File: src/rtl/dram_cache_fill_arbiter_if.sv
// Request, AXI write-channel and B-response signals shared by the DRAM-cache fill arbiter
// and its neighbours (tag comparator, refill path, DRAM-cache memory controller).
interface dram_cache_fill_arbiter_if #(
  parameter int unsigned ADDR_WIDTH = 32,
  parameter int unsigned DATA_WIDTH = 32,
  parameter int unsigned ID_WIDTH   = 2,
  parameter int unsigned TAG_SIZE   = 22
);
  logic                             fill_valid_i;
  logic                             fill_ready_o;
  logic [ADDR_WIDTH+DATA_WIDTH-1:0] fill_data_i;
  logic                             refill_valid_i;
  logic                             refill_ready_o;
  logic [ADDR_WIDTH+DATA_WIDTH-1:0] refill_data_i;
  logic [ID_WIDTH-1:0]              awid_o;
  logic [ADDR_WIDTH-1:0]            awaddr_o;
  logic                             awvalid_o;
  logic                             awready_i;
  logic [TAG_SIZE+DATA_WIDTH-1:0]   wdata_o;
  logic                             wlast_o;
  logic                             wvalid_o;
  logic                             wready_i;
  logic [ID_WIDTH-1:0]              bid_i;
  logic                             bvalid_i;
  logic                             bready_o;

  modport master (
    input  fill_valid_i, fill_data_i, refill_valid_i, refill_data_i,
           awready_i, wready_i, bid_i, bvalid_i,
    output fill_ready_o, refill_ready_o, awid_o, awaddr_o, awvalid_o,
           wdata_o, wlast_o, wvalid_o, bready_o
  );

  modport slave (
    output fill_valid_i, fill_data_i, refill_valid_i, refill_data_i,
           awready_i, wready_i, bid_i, bvalid_i,
    input  fill_ready_o, refill_ready_o, awid_o, awaddr_o, awvalid_o,
           wdata_o, wlast_o, wvalid_o, bready_o
  );
endinterface

File: src/rtl/dram_cache_fill_arbiter.sv
// Round-robin arbiter sharing the DRAM-cache write channel between tag-comparator fills and
// main-memory refills; formats the tag word and issues single-beat AXI writes, bounded by B count.
module dram_cache_fill_arbiter #(
  parameter int unsigned ADDR_WIDTH      = 32,
  parameter int unsigned DATA_WIDTH      = 32,
  parameter int unsigned ID_WIDTH        = 2,
  parameter int unsigned TAG_WIDTH       = 16,
  parameter int unsigned BLANK_WIDTH     = 4,
  parameter int unsigned INDEX_WIDTH     = 10,
  parameter int unsigned OFFSET_WIDTH    = 6,
  parameter int unsigned TAG_SIZE        = 2 + TAG_WIDTH + BLANK_WIDTH,
  parameter int unsigned MAX_OUTSTANDING = 4
) (
  input  logic                      clk,
  input  logic                      rst_n,
  dram_cache_fill_arbiter_if.master bus,
  output logic                      err_o
);

  localparam int unsigned REQ_WIDTH = ADDR_WIDTH + DATA_WIDTH;
  localparam logic [3:0] MAX_CNT = 4'(MAX_OUTSTANDING);
  localparam logic [ADDR_WIDTH-1:0] OFFSET_MASK = ADDR_WIDTH'((64'd1 << OFFSET_WIDTH) - 64'd1);

  typedef enum logic {S_IDLE, S_SEND} state_t;
  typedef enum logic {SRC_FILL, SRC_REFILL} src_t;

  state_t                         state;
  src_t                           last_grant;
  logic                           ret_q;
  logic [3:0]                     out_cnt;
  logic                           awvalid_q;
  logic                           wvalid_q;
  logic [ID_WIDTH-1:0]            awid_q;
  logic [ADDR_WIDTH-1:0]          awaddr_q;
  logic [TAG_SIZE+DATA_WIDTH-1:0] wdata_q;
  logic                           err_q;

  logic                           can_grant;
  logic                           grant_fill;
  logic                           grant_refill;
  logic [REQ_WIDTH-1:0]           sel_data;
  logic [ADDR_WIDTH-1:0]          sel_addr;
  logic [ADDR_WIDTH-1:0]          cache_addr;
  logic                           dirty;
  logic [ADDR_WIDTH-1:0]          fmt_awaddr;
  logic [TAG_SIZE+DATA_WIDTH-1:0] fmt_wdata;
  logic                           aw_hs;
  logic                           w_hs;
  logic                           b_hs;
  logic                           send_done;
  logic                           unused_bid;

  // ret_q blocks granting in the cycle right after a write completes.
  always_comb begin
    can_grant    = rst_n && (state == S_IDLE) && !ret_q && (out_cnt < MAX_CNT);
    grant_fill   = can_grant && bus.fill_valid_i &&
                   (!bus.refill_valid_i || (last_grant == SRC_REFILL));
    grant_refill = can_grant && bus.refill_valid_i &&
                   (!bus.fill_valid_i || (last_grant == SRC_FILL));
    sel_data     = grant_refill ? bus.refill_data_i : bus.fill_data_i;
    sel_addr     = sel_data[REQ_WIDTH-1 -: ADDR_WIDTH];
    cache_addr   = {1'b0, sel_addr[ADDR_WIDTH-2:0]};
    dirty        = grant_fill && sel_addr[ADDR_WIDTH-1];
    fmt_awaddr   = cache_addr & ~OFFSET_MASK;
    fmt_wdata    = {1'b1, dirty, cache_addr[ADDR_WIDTH-1:INDEX_WIDTH+OFFSET_WIDTH],
                    {BLANK_WIDTH{1'b0}}, sel_data[DATA_WIDTH-1:0]};
  end

  assign aw_hs     = awvalid_q && bus.awready_i;
  assign w_hs      = wvalid_q && bus.wready_i;
  assign b_hs      = bus.bvalid_i && bus.bready_o;
  assign send_done = (!awvalid_q || bus.awready_i) && (!wvalid_q || bus.wready_i);

  always_ff @(posedge clk) begin
    if (!rst_n) begin
      state      <= S_IDLE;
      last_grant <= SRC_REFILL;
      ret_q      <= 1'b0;
      out_cnt    <= '0;
      awvalid_q  <= 1'b0;
      wvalid_q   <= 1'b0;
      awid_q     <= '0;
      awaddr_q   <= '0;
      wdata_q    <= '0;
      err_q      <= 1'b0;
    end else begin
      ret_q <= 1'b0;
      case (state)
        S_IDLE: begin
          if (grant_fill || grant_refill) begin
            awaddr_q   <= fmt_awaddr;
            wdata_q    <= fmt_wdata;
            awid_q     <= grant_refill ? ID_WIDTH'(1) : '0;
            last_grant <= grant_refill ? SRC_REFILL : SRC_FILL;
            awvalid_q  <= 1'b1;
            wvalid_q   <= 1'b1;
            state      <= S_SEND;
          end
        end
        S_SEND: begin
          if (aw_hs) awvalid_q <= 1'b0;
          if (w_hs)  wvalid_q  <= 1'b0;
          if (send_done) begin
            state <= S_IDLE;
            ret_q <= 1'b1;
          end
        end
      endcase

      case ({aw_hs, b_hs})
        2'b10:   out_cnt <= out_cnt + 4'd1;
        2'b01:   out_cnt <= out_cnt - 4'd1;
        default: out_cnt <= out_cnt;
      endcase

      if (bus.bvalid_i && (out_cnt == '0)) err_q <= 1'b1;
    end
  end

  assign bus.fill_ready_o   = grant_fill;
  assign bus.refill_ready_o = grant_refill;
  assign bus.awid_o         = awid_q;
  assign bus.awaddr_o       = awaddr_q;
  assign bus.awvalid_o      = awvalid_q;
  assign bus.wdata_o        = wdata_q;
  assign bus.wlast_o        = 1'b1;
  assign bus.wvalid_o       = wvalid_q;
  assign bus.bready_o       = (out_cnt != '0);
  assign err_o              = err_q;
  assign unused_bid         = ^bus.bid_i;

endmodule
File: src/flat_wrapper.sv
// flat-port wrapper written by rule: the top's interface ports become plain ports
module dram_cache_fill_arbiter_flat 
#(
  parameter int unsigned ADDR_WIDTH      = 32,
  parameter int unsigned DATA_WIDTH      = 32,
  parameter int unsigned ID_WIDTH        = 2,
  parameter int unsigned TAG_WIDTH       = 16,
  parameter int unsigned BLANK_WIDTH     = 4,
  parameter int unsigned INDEX_WIDTH     = 10,
  parameter int unsigned OFFSET_WIDTH    = 6,
  parameter int unsigned TAG_SIZE        = 2 + TAG_WIDTH + BLANK_WIDTH,
  parameter int unsigned MAX_OUTSTANDING = 4
)
  (clk, rst_n, err_o, bus_fill_valid_i, bus_fill_data_i, bus_refill_valid_i, bus_refill_data_i, bus_awready_i, bus_wready_i, bus_bid_i, bus_bvalid_i, bus_fill_ready_o, bus_refill_ready_o, bus_awid_o, bus_awaddr_o, bus_awvalid_o, bus_wdata_o, bus_wlast_o, bus_wvalid_o, bus_bready_o);
  dram_cache_fill_arbiter_if #(.ADDR_WIDTH(ADDR_WIDTH), .DATA_WIDTH(DATA_WIDTH), .ID_WIDTH(ID_WIDTH), .TAG_SIZE(TAG_SIZE)) bus_i ();
  input  logic clk;
  input  logic rst_n;
  output logic err_o;
  input wire logic [$bits(bus_i.fill_valid_i)-1:0] bus_fill_valid_i;
  input wire logic [$bits(bus_i.fill_data_i)-1:0] bus_fill_data_i;
  input wire logic [$bits(bus_i.refill_valid_i)-1:0] bus_refill_valid_i;
  input wire logic [$bits(bus_i.refill_data_i)-1:0] bus_refill_data_i;
  input wire logic [$bits(bus_i.awready_i)-1:0] bus_awready_i;
  input wire logic [$bits(bus_i.wready_i)-1:0] bus_wready_i;
  input wire logic [$bits(bus_i.bid_i)-1:0] bus_bid_i;
  input wire logic [$bits(bus_i.bvalid_i)-1:0] bus_bvalid_i;
  output wire logic [$bits(bus_i.fill_ready_o)-1:0] bus_fill_ready_o;
  output wire logic [$bits(bus_i.refill_ready_o)-1:0] bus_refill_ready_o;
  output wire logic [$bits(bus_i.awid_o)-1:0] bus_awid_o;
  output wire logic [$bits(bus_i.awaddr_o)-1:0] bus_awaddr_o;
  output wire logic [$bits(bus_i.awvalid_o)-1:0] bus_awvalid_o;
  output wire logic [$bits(bus_i.wdata_o)-1:0] bus_wdata_o;
  output wire logic [$bits(bus_i.wlast_o)-1:0] bus_wlast_o;
  output wire logic [$bits(bus_i.wvalid_o)-1:0] bus_wvalid_o;
  output wire logic [$bits(bus_i.bready_o)-1:0] bus_bready_o;
  assign bus_i.fill_valid_i = bus_fill_valid_i;
  assign bus_i.fill_data_i = bus_fill_data_i;
  assign bus_i.refill_valid_i = bus_refill_valid_i;
  assign bus_i.refill_data_i = bus_refill_data_i;
  assign bus_i.awready_i = bus_awready_i;
  assign bus_i.wready_i = bus_wready_i;
  assign bus_i.bid_i = bus_bid_i;
  assign bus_i.bvalid_i = bus_bvalid_i;
  assign bus_fill_ready_o = bus_i.fill_ready_o;
  assign bus_refill_ready_o = bus_i.refill_ready_o;
  assign bus_awid_o = bus_i.awid_o;
  assign bus_awaddr_o = bus_i.awaddr_o;
  assign bus_awvalid_o = bus_i.awvalid_o;
  assign bus_wdata_o = bus_i.wdata_o;
  assign bus_wlast_o = bus_i.wlast_o;
  assign bus_wvalid_o = bus_i.wvalid_o;
  assign bus_bready_o = bus_i.bready_o;
  dram_cache_fill_arbiter #(.ADDR_WIDTH(ADDR_WIDTH), .DATA_WIDTH(DATA_WIDTH), .ID_WIDTH(ID_WIDTH), .TAG_WIDTH(TAG_WIDTH), .BLANK_WIDTH(BLANK_WIDTH), .INDEX_WIDTH(INDEX_WIDTH), .OFFSET_WIDTH(OFFSET_WIDTH), .TAG_SIZE(TAG_SIZE), .MAX_OUTSTANDING(MAX_OUTSTANDING)) u_core (.clk(clk), .rst_n(rst_n), .bus(bus_i), .err_o(err_o));
endmodule
File: config.mk
export PLATFORM = sky130hd
export DESIGN_NAME = dram_cache_fill_arbiter_flat
export DESIGN_NICKNAME = d
export VERILOG_FILES = /design/src/rtl/dram_cache_fill_arbiter_if.sv /design/src/rtl/dram_cache_fill_arbiter.sv /design/src/flat_wrapper.sv
export SDC_FILE = /design/constraint.sdc
export NUM_CORES = 1
export LEC_CHECK = 0
export CAP_MARGIN = 20
export CORE_MARGIN = 2
export CORE_UTILIZATION = 30
export DETAILED_ROUTE_END_ITERATION = 8
export GPL_ROUTABILITY_DRIVEN = 0
export PLACE_DENSITY = 0.76
export SLEW_MARGIN = 25
export SYNTH_ARGS = -nofsm -noshare
export SYNTH_HDL_FRONTEND = slang
export SYNTH_SLANG_ARGS = --single-unit
export TNS_END_PERCENT = 5
File: constraint.sdc
create_clock -name clk -period 2.15 [get_ports clk]
set_input_delay 0.3225 -clock clk [delete_from_list [all_inputs] [get_ports clk]]
set_output_delay 0.3225 -clock clk [all_outputs]
set_load 0.005 [all_outputs]
Yosys cells after proc, flatten, opt, wreduce, memory -nomap -nowiden
Cells that the tools add are included.
{"block": "word_totals", "input_bits": 137, "romBits": 0, "mem_bits_rw": 0, "elab_cells": 63, "memories": 0, "output_inout_bits": 95, "ff_bits": 86, "latchBits": 0}
{"block": "op_classes", "n_addsub": 2, "mul": 0, "magnitude_cmp": 1, "n_bitwise": 2, "div_mod_pow": 0, "eq_ne": 5, "n_shift": 0, "muxes": 13, "n_reduce_logical": 30}
{"op": "two-way mux 64 bit", "count": 1}
{"op": "logical AND 1 bit", "count": 13}
{"op": "two-way mux 1 bit", "count": 8}
{"op": "one-hot mux 4 bit (2 select lines)", "count": 1}
{"op": "AND reduction 2 bit", "count": 4}
{"op": "!= test 2 bit (second input constant)", "count": 3}
{"op": "one-hot mux 1 bit (2 select lines)", "count": 3}
{"op": "zero test 1 bit", "count": 5}
{"op": "logical OR 1 bit", "count": 5}
{"op": "adder 4 x 1 -> 4 bit (second input constant)", "count": 1}
{"op": "zero test 4 bit", "count": 1}
{"op": "< comparator 4 x 3 -> 1 bit (second input constant)", "count": 1}
{"op": "nonzero test 4 bit", "count": 1}
{"op": "subtractor 4 x 1 -> 4 bit (second input constant)", "count": 1}
{"op": "equality test 2 x 1 -> 1 bit (second input constant)", "count": 1}
{"op": "equality test 2 bit (second input constant)", "count": 1}
{"op": "inverter 1 bit", "count": 2}
{"op": "nonzero test 2 bit", "count": 1}

Longest topological paths before layout
Gate-level depths: netlist (run 1).
{"block": "logic_depth", "ltp_word": 9, "mapped_depth": 9, "ltp_nobuf": 9}

Worst setup path after synthesis (run 1)
No wires, ideal clock.
{"block": "synth_path", "kind": "register -> register", "from": "reg u_core.out_cnt[0]", "to": "reg u_core.out_cnt[2]", "n_path_buf": 0, "path_stages_with_launch": 10, "t_required_ns": 2.080, "slack_ns": 0.024, "arrival_ns": 2.056, "setup_time_ns": 0.070, "path_cell_list": "dfxtp_1 nor4_1 nor2b_1 ha_1 xor2_1 ha_1 a21oi_1 xor2_1 or3_1 a21oi_1"}
{"block": "synth_between", "elab_chain_len": 4, "elab_cells_between_ends": 8, "cone_classes": "add/sub: 2; eq/ne: 2; mux: 1; reduce/logical: 3"}
{"item": "start: declaration", "line": "dram_cache_fill_arbiter.sv:30", "rtl": "logic [3:0] out_cnt;"}
{"item": "start signal: assignment", "line": "dram_cache_fill_arbiter.sv:111", "rtl": "2'b10: out_cnt <= out_cnt + 4'd1;"}
{"item": "start signal: assignment", "line": "dram_cache_fill_arbiter.sv:112", "rtl": "2'b01: out_cnt <= out_cnt - 4'd1;"}
{"item": "start signal: assignment", "line": "dram_cache_fill_arbiter.sv:113", "rtl": "default: out_cnt <= out_cnt;"}
{"item": "parallel branches: the longest is 4 deep, another holds subtractor 4 x 1 -> 4 bit"}
Parallel ways; which one is timed is not known.
A chain may end at the register's enable or synchronous reset.

Final worst setup path (run 1)
{"block": "layout_path", "from": "reg u_core.out_cnt[2]", "to": "reg u_core.out_cnt[2]"}
Same word-level chain as after synthesis.

==> impl_metrics.py, run 1 <==
metrics = {
    "status": {
        "outcome": "complete, no violations",
    },
    "worst_setup_path": {
        "critical_path_class": "register to register",
        "arrival_ps": 2360,
        "endpoint_kind": "register",
        "start_kind": "register",
        "reg2reg_setup_slack_ps": 60,
        "crit_required_ps": 2410,
        "crit_fanout": 6,
    },
    "floorplan": {
        "start_util_pct": 31.1,
        "ios": 232,
        "row_count": 37,
        "core_area_um2": 10400,
        "dieArea_um2": 11600,
        "die_w_um": 108,
        "chipHeight_um": 108,
    },
    "placement": {
        "port_buffers": 202,
        "dp_hpwl_mm": 7.37,
    },
    "global_route": {
        "grt_antenna_before_repair": 0,
        "grt_pass1_vias": 3510,
        "grt_util_all_layers_pct": 17.7,
        "grt_pass1_wl_mm": 16.5,
        "overflow": 0,
        "grt_start_max_net_pins": 73,
    },
    "sta": {
        "skew_ps": 9.22,
        "min_period_over_period_pct": 97.3,
        "fmax_mhz": 478,
        "tns_ps": 0,
        "rsz0062_at_grt": "true",
        "tightestPinTransition_ps": 633,
        "final-setup-viol-count": 0,
        "fin_crit_ps": 2090,
        "relSlewSlack_pct": 57.8,
        "hold_slack_ps": 458,
        "hold_violations": 0,
        "slew_viol_final": 0,
    },
    "cts": {
        "path_clk_slew_ps": 70,
        "holdBufCountCts": 0,
        "cts_made_buffers": 9,
        "cts_sinks": 70,
        "cts_root_buf": "clkbuf_8",
        "cts_tree": "yes",
        "clk_latency_ps": 340,
        "cts_buffer_depth": 2,
        "htreeDepth": 3,
    },
    "drt": {
        "dr.pass1.iters": 5,
        "wl_per_cell_um": 14.2,
        "ant_nets": 0,
        "routed_wl_mm": 10.5,
        "via_per_inst": 4.81,
        "post-route-drc-count": 0,
        "num_vias": 3567,
        "drt-initial-drc-count": 272,
    },
    "pwr": {
        "p_per_area_nw_per_um2": 836,
        "ir_drop_v": 0.000467,
        "power.leakage_uw": 0.00216,
    },
    "synthesis": {
        "ys_seq_area_share_pct": 43.4,
        "synth.distinct_cells": 33,
        "synth_top_area_share_pct": 43.4,
        "synth_top_area_cell": "dfxtp_1",
        "synth_cells": 420,
        "async_flop_share_pct": 0,
        "yosysWarnings": 0,
        "synthFlopType": "dfxtp_1",
        "avgSynthCellArea_um2": 7.69,
        "synth.cell_area_um2": 3230,
        "synth-seq-cells": 70,
        "yosysMostFrequentCell": "nand2_1",
        "yosys-top-cells-count": "nand2_1 (121), dfxtp_1 (70), o21ai_0 (60)",
        "synth_enable_flop_cells": 0,
        "ys_top_cells_by_area": "dfxtp_1 (43%), nand2_1 (14%), a31oi_1 (11%)",
    },
    "finish": {
        "antennaDiodeCount": 0,
        "syn2layout_area_growth_pct": 69.9,
        "n_fill_cell": 975,
        "drive_above_1_share_pct": 8.09,
        "regArea_um2": 1400,
        "multi_input_area_um2": 1520,
        "fin_nets": 742,
    },
    "worst_hold_path": {
        "hp-class": "register to register",
    },
    "run": {
        "max-cap-violations": 0,
    },
}
[area by class of cell]
class | count | share of cell area, %
clock buffers | 12 | 2.83
flip-flops and latches | 70 | 25.6
inverters | 7 | 0.479
multi-input cells | 292 | 27.7
repair buffers | 222 | 39.9
well taps | 136 | 3.10
clock inverters | 3 | 0.365
[logic make-up (layout without fill, tap and decap cells)]
kind of cell | after synthesis | in the layout | share of synthesized area [%]
compound gates | 130 | 130 | 23.0
xor+xnor | 3 | 3 | 0.814
fa+ha+maj | 3 | 3 | 1.16
buf+inv | 70 | 244 | 12.8
flops | 70 | 70 | 43.4
mux | 1 | 1 | 0.310
other cells | 2 | 14 | 0.233
simple gates | 141 | 141 | 18.2
[critical path, cell delays in order (launching register included)]
cell,delay [ps]
dfxtp_1,320
buf_4,160
nor4_4,160
nor2b_1,100
ha_1,230
xor2_1,150
ha_1,210
a21oi_2,110
xor2_1,100
or3_1,320
a21oi_1,160
[registers in the layout (all words and copies together), names as in the netlist]
register	flops
u_core.bus.wvalid_o	1
u_core.state	1
u_core.out_cnt	4
u_core.bus.awid_o	1
u_core.bus.awaddr_o	24
u_core.bus.wdata_o	35
u_core.ret_q	1
u_core.last_grant	1
u_core.bus.awvalid_o	1
u_core.err_o	1
[worst paths after layout]
kind	start	endpoint	depth (start not counted)
hold reg to reg	u_core.bus.wdata_o[53]	u_core.bus.wdata_o[53]	1
hold / removal	u_core.bus.wdata_o[53]	u_core.bus.wdata_o[53]	1
setup reg to reg	u_core.out_cnt[2]	u_core.out_cnt[2]	10
setup / recovery	u_core.out_cnt[2]	u_core.out_cnt[2]	10
[cell usage in the layout, fill, tap and decap left out, drive strengths merged, types with 2 or more instances in the layout]
cell           instances
o21ai                 60
clkinvlp               2
clkdlybuf4s50        199
a31oi                 57
buf                   22
dfxtp                 70
nand2                121
a21oi                  6
conb                  14
xor2                   3
nor2                   5
a31o                   2
nor2b                  4
nand2b                 2
ha                     3
inv                    7
clkbuf                12
[through the flow]
stage	setup WS (ps)	util, %	instances	area, um^2	power, uW
2_1_floorplan	24.3	-	432	3270	2550
3_3_place_gp	-127	50.8	727	5270	3550
3_5_place_dp	-199	50.8	727	5270	3590
4_1_cts	34.6	52.7	742	5470	4610
5_1_grt	-60.6	52.9	742	5480	4890
6_report	58.8	52.9	742	5480	4590
[where the power goes]
group	internal [uW]	total, uW	switching (uW)
Combinational	1120	1890	768
Clock	474	962	488
Sequential	1570	1740	166
Total	3160	4590	1420
[timing repair]
action / CTS / global route
setup endpoints to repair: 4 / 3
resized for setup: 12 / 4
buffers inserted: 0 / 0
pin swaps: 1 / 0
[per-layer routing]
metal / vias to the layer above / track usage, % / wire [um]
li1: 1758 / - / -
met1: 1636 / 21.0 / 4310
met2: 155 / 30.5 / 5170
met3: 18 / 5.21 / 812
met4: 0 / 5.86 / 216
met5: - / 0 / 0
Power figures use the tool's default switching activity.
==> run 2, diff against run 1 <==
Settings changed: CORE_UTILIZATION 30 to 31, PLACE_DENSITY 0.76 to 0.78.
==> impl_metrics.py, run 2 (synthesis gave the netlist of run 1 again) <==
metrics = {
    "drt": {
        "drt-initial-drc-count": 198,
        "post-route-drc-count": 0,
        "via_per_inst": 4.80,
        "wl_per_cell_um": 14.8,
        "num_vias": 3588,
        "ant_nets": 0,
        "dr.pass1.iters": 4,
        "routed_wl_mm": 11.1,
    },
    "sta": {
        "hold_slack_ps": 467,
        "fmax_mhz": 478,
        "hold_violations": 0,
        "tightestPinTransition_ps": 656,
        "skew_ps": 14.5,
        "rsz0062_at_grt": "true",
        "relSlewSlack_pct": 56.2,
        "slew_viol_final": 0,
        "fin_crit_ps": 2090,
        "min_period_over_period_pct": 97.3,
        "final-setup-viol-count": 0,
    },
    "finish": {
        "mostFrequentLayoutCells": "clkdlybuf4s50_1 (199), nand2_1 (121), dfxtp_1 (68), o21ai_0 (59), a31oi_1 (57)",
        "antennaDiodeCount": 0,
        "layout_commonest_cell": "clkdlybuf4s50_1",
        "instances_no_fill": 748,
        "largest_reg_flops": 35,
        "final_cell_area_um2": 5620,
        "finish.utilization_pct": 54.9,
        "drive_above_1_share_pct": 9.64,
        "syn2layout_area_growth_pct": 74.0,
        "n_fill_cell": 938,
        "fin_nets": 747,
        "multi_input_area_um2": 1540,
        "regArea_um2": 1410,
    },
    "cts": {
        "cts_root_buf": "clkbuf_8",
        "cts_buffer_depth": 2,
        "cts_tree": "yes",
        "cts_sinks": 70,
        "clk_latency_ps": 340,
        "htreeDepth": 3,
        "holdBufCountCts": 0,
        "path_clk_slew_ps": 80,
        "cts_made_buffers": 9,
    },
    "pwr": {
        "switching_share_pct": 30.6,
        "p_per_area_nw_per_um2": 884,
        "cell_internal_pwr_uw": 3450,
        "p_clk_share_pct": 24.7,
        "power.leakage_uw": 0.00221,
        "power_frac_seq_pct": 35.1,
        "p_switching_uw": 1520,
        "p_total_uw": 4970,
        "comb_power_share_pct": 40.2,
        "ir_drop_v": 0.000384,
    },
    "worst_setup_path": {
        "reg2reg_depth": 7,
        "endpoint_kind": "output pin",
        "critPathTopFamily": "simple AND/OR/NAND/NOR gates",
        "r2r-end": "u_core.bus.awaddr_o[20]",
        "crit_chain": "or4b_4 -> a2111oi_4 -> clkdlybuf4s15_1",
        "slowest_stage": "or4b_4",
        "crit_required_ps": 1830,
        "cp_num_buf_inv": 1,
        "reg2reg_from": "u_core.out_cnt[2]",
        "critical_path_class": "register to output pin",
        "reg2reg_setup_slack_ps": 70,
        "cp_slowest_stage_delay_ps": 570,
        "start_kind": "register",
        "crit_fanout": 3,
        "arrival_ps": 1770,
    },
    "placement": {
        "place_area_um2": 5260,
        "dp_hpwl_mm": 7.35,
        "place_inst": 727,
        "port_buffers": 202,
    },
    "floorplan": {
        "chipHeight_um": 106,
        "dieArea_um2": 11200,
        "die_w_um": 106,
        "core_area_um2": 10200,
        "ios": 232,
        "start_util_pct": 31.6,
        "row_count": 37,
    },
    "global_route": {
        "grt_antenna_before_repair": 0,
        "grt_start_max_net_pins": 79,
        "grt_util_all_layers_pct": 18.1,
        "grt_pass1_vias": 3463,
        "grt_pass1_wl_mm": 16.6,
        "overflow": 0,
    },
    "worst_hold_path": {
        "hp-start": "u_core.bus.wdata_o[53]",
        "hp-class": "register to register",
        "whs_endpoint": "u_core.bus.wdata_o[53]",
        "min_path_cells": 1,
    },
    "status": {
        "outcome": "complete, no violations",
    },
    "run": {
        "max-cap-violations": 0,
    },
}
[run 2: changes by cell type in the layout (fill, tap and decap cells not counted), sizes merged]
cell	change
inv	+1
clkdlybuf4s15	+1
bufinv	+2
buf	+3
clkinvlp	-1
clkinv	+1
dlygate4sd2	-1
[run 2: area by class of cell]
| cell class | instances | share of cell area, % |
|---|---|---|
| Multi-Input combinational cell | 292 | 27.4 |
| Inverter | 7 | 0.468 |
| Timing Repair Buffer | 227 | 40.0 |
| Tap cell | 136 | 3.03 |
| Sequential cell | 70 | 25.0 |
| Clock inverter | 6 | 1.67 |
| Clock buffer | 10 | 2.45 |
[run 2: metal layers]
layer | share of wire, % | track usage [%] | vias up
met1 | 42 | 21.4 | 1661
met2 | 51 | 32.4 | 143
met4 | 1.4 | 6.02 | 0
met5 | 0 | 0 | -
li1 | - | - | 1773
met3 | 6.5 | 4.17 | 11
[run 2: worst max-delay path by stage]
stage | start | end | slack (ps) | depth (start not counted)
floorplan | u_core.out_cnt[0] | u_core.out_cnt[2] | 20 | 9
finish | u_core.out_cnt[2] | bus_fill_ready_o | 60 | 3
global route | u_core.out_cnt[3] | u_core.out_cnt[2] | -50 | 9
global placement | bus_fill_valid_i | bus_fill_ready_o | -80 | 5
CTS | u_core.out_cnt[2] | bus_refill_ready_o | 20 | 4
detailed placement | bus_bvalid_i | u_core.out_cnt[2] | -210 | 9
[run 2: repair_timing]
| action | in CTS | in global routing |
|---|---|---|
| setup buffers | 1 | 3 |
| setup endpoints to repair | 4 | 19 |
| gates resized for setup | 9 | 17 |
| cloned | 0 | 2 |
| pin swaps | 3 | 4 |
[run 2: power by group through the flow]
stage               combinational [uW]  sequential (uW)  clock [uW]
floorplan                          786             1770           0
global placement                  1800             1740           0
detailed placement                1850             1750           0
CTS                               1870             1730        1250
global route                      2180             1780        1310
finish                            2000             1740        1230
[run 2: stage by stage]
| stage | worst slack, ps | TNS [ps] |
|---|---|---|
| after floorplan | 24.3 | 0 |
| after global placement | -84.6 | -202 |
| after detailed placement | -206 | -478 |
| after CTS | 23.7 | 0 |
| after global routing | -47.6 | -97.6 |
| final | 58.8 | 0 |
==> run 3, diff against run 2 <==
Settings changed: CORE_UTILIZATION 31 to 35, PLACE_DENSITY 0.78 to 0.83.
Clock period 2.15 ns to 2.1 ns, I/O delays scaled along.
==> impl_metrics.py, run 3 (synthesis gave the netlist of run 1 again) <==
metrics = {
    "status": {
        "outcome": "complete, no violations",
    },
    "worst_setup_path": {
        "start_kind": "register",
        "arrival_ps": 2350,
        "reg2reg_depth": 9,
        "cp_slowest_stage_delay_ps": 350,
        "critPathTopFamily": "simple AND/OR/NAND/NOR gates",
        "timing.critical_path.from": "u_core.out_cnt[3]",
        "crit_required_ps": 2350,
        "slowest_stage": "dfxtp_2",
        "reg2reg_setup_slack_ps": 3,
        "crit_chain": "nor4_4 -> nor2b_2 -> ha_1 -> xor2_1 -> ha_1 -> a21oi_2 -> xor2_1 -> or3_1 -> a21oi_1",
        "crit_fanout": 3,
        "cp_num_buf_inv": 0,
        "critical_path_class": "register to register",
        "reg2reg_from": "u_core.out_cnt[3]",
        "crit_cells": 9,
        "endpoint_kind": "register",
    },
    "cts": {
        "holdBufCountCts": 0,
        "cts_root_buf": "clkbuf_8",
        "clk_latency_ps": 330,
        "cts_sinks": 70,
        "cts_buffer_depth": 2,
        "cts_made_buffers": 9,
        "cts_tree": "yes",
        "path_clk_slew_ps": 70,
        "htreeDepth": 3,
    },
    "placement": {
        "place_inst": 701,
        "dp_hpwl_mm": 7.27,
        "place_ws_ps": -273,
        "port_buffers": 202,
    },
    "global_route": {
        "grt_pass1_wl_mm": 15.9,
        "grt_util_all_layers_pct": 19.6,
        "grt_pass1_vias": 3349,
        "grt_antenna_before_repair": 0,
        "overflow": 0,
        "grt_start_max_net_pins": 73,
    },
    "pwr": {
        "p_per_area_nw_per_um2": 893,
        "p_total_uw": 4910,
        "power.leakage_uw": 0.00218,
        "ir_drop_v": 0.000327,
    },
    "sta": {
        "relSlewSlack_pct": 57.5,
        "tns_ps": 0,
        "hold_violations": 0,
        "final-setup-viol-count": 0,
        "rsz0062_at_grt": "true",
        "fmax_mhz": 477,
        "min_period_over_period_pct": 99.8,
        "slew_viol_final": 0,
        "skew_ps": 8.41,
        "tightestPinTransition_ps": 638,
        "hold_slack_ps": 456,
        "finalWorstSetupSlack_ps": 3.33,
        "fin_crit_ps": 2100,
    },
    "drt": {
        "routed_wl_mm": 10.4,
        "drt-initial-drc-count": 84,
        "via_per_inst": 4.90,
        "wl_per_cell_um": 14.5,
        "post-route-drc-count": 0,
        "num_vias": 3511,
        "ant_nets": 0,
        "dr.pass1.iters": 4,
    },
    "floorplan": {
        "chipHeight_um": 100,
        "ios": 232,
        "start_util_pct": 35.4,
        "die_w_um": 100,
        "row_count": 35,
        "core_area_um2": 9110,
        "dieArea_um2": 10000,
    },
    "finish": {
        "mostFrequentLayoutCells": "clkdlybuf4s50_1 (199), nand2_1 (121), dfxtp_1 (68), o21ai_0 (60), a31oi_1 (57)",
        "layout_commonest_cell": "clkdlybuf4s50_1",
        "instances_no_fill": 717,
        "fin_nets": 741,
        "drive_above_1_share_pct": 8.09,
        "antennaDiodeCount": 0,
        "largest_reg_flops": 35,
        "syn2layout_area_growth_pct": 70.3,
    },
    "worst_hold_path": {
        "min_path_cells": 1,
        "hp-class": "register to register",
        "hp-start": "u_core.bus.wdata_o[53]",
    },
    "run": {
        "max-cap-violations": 0,
    },
}
[run 3: worst reg2reg max path, delay by kind of cell, from the launching register on]
kind | cells | cell delay [ps]
compound gates | 2 | 270
xor+xnor | 2 | 250
fa+ha+maj | 2 | 440
flops | 1 | 350
simple gates | 3 | 710
[run 3: cell type report]
cell class | count | area [um^2]
repair buffers | 221 | 2180
inverters | 7 | 26.3
multi-input cells | 292 | 1530
fillers | 821 | 3610
flip-flops and latches | 70 | 1400
clock inverters | 4 | 70.1
well taps | 111 | 139
clock buffers | 12 | 145
[run 3: stage by stage]
step	util [%]	area [um^2]
CTS	60.1	5480
finish	60.3	5500
floorplan	-	3280
detailed placement	57.5	5240
global placement	57.5	5240
global route	60.3	5500
[run 3: final timing paths]
| path | end |
|---|---|
| setup / recovery | u_core.out_cnt[2] |
| hold / removal | u_core.bus.wdata_o[53] |
| setup reg to reg | u_core.out_cnt[2] |
| hold reg to reg | u_core.bus.wdata_o[53] |
[run 3: where the power goes]
part / leakage (uW) / internal, uW / total (uW) / switching, uW
Clock: 0.000110 / 699 / 1180 / 485
Combinational: 0.00149 / 1140 / 1940 / 794
Sequential: 0.000578 / 1610 / 1790 / 177
[run 3: what timing repair did]
| item | in CTS | in global routing |
|---|---|---|
| resized for setup | 6 | 9 |
| setup endpoints to repair | 4 | 16 |
| setup buffers | 0 | 0 |
| pin swaps | 3 | 2 |
[run 3: metal layers]
metal,up-vias,wire [um],global-route usage (%)
met5,-,0,0
met4,0,137,6.64
met3,12,801,5.15
met2,139,5180,35.2
met1,1603,4260,22.6
li1,1757,-,-
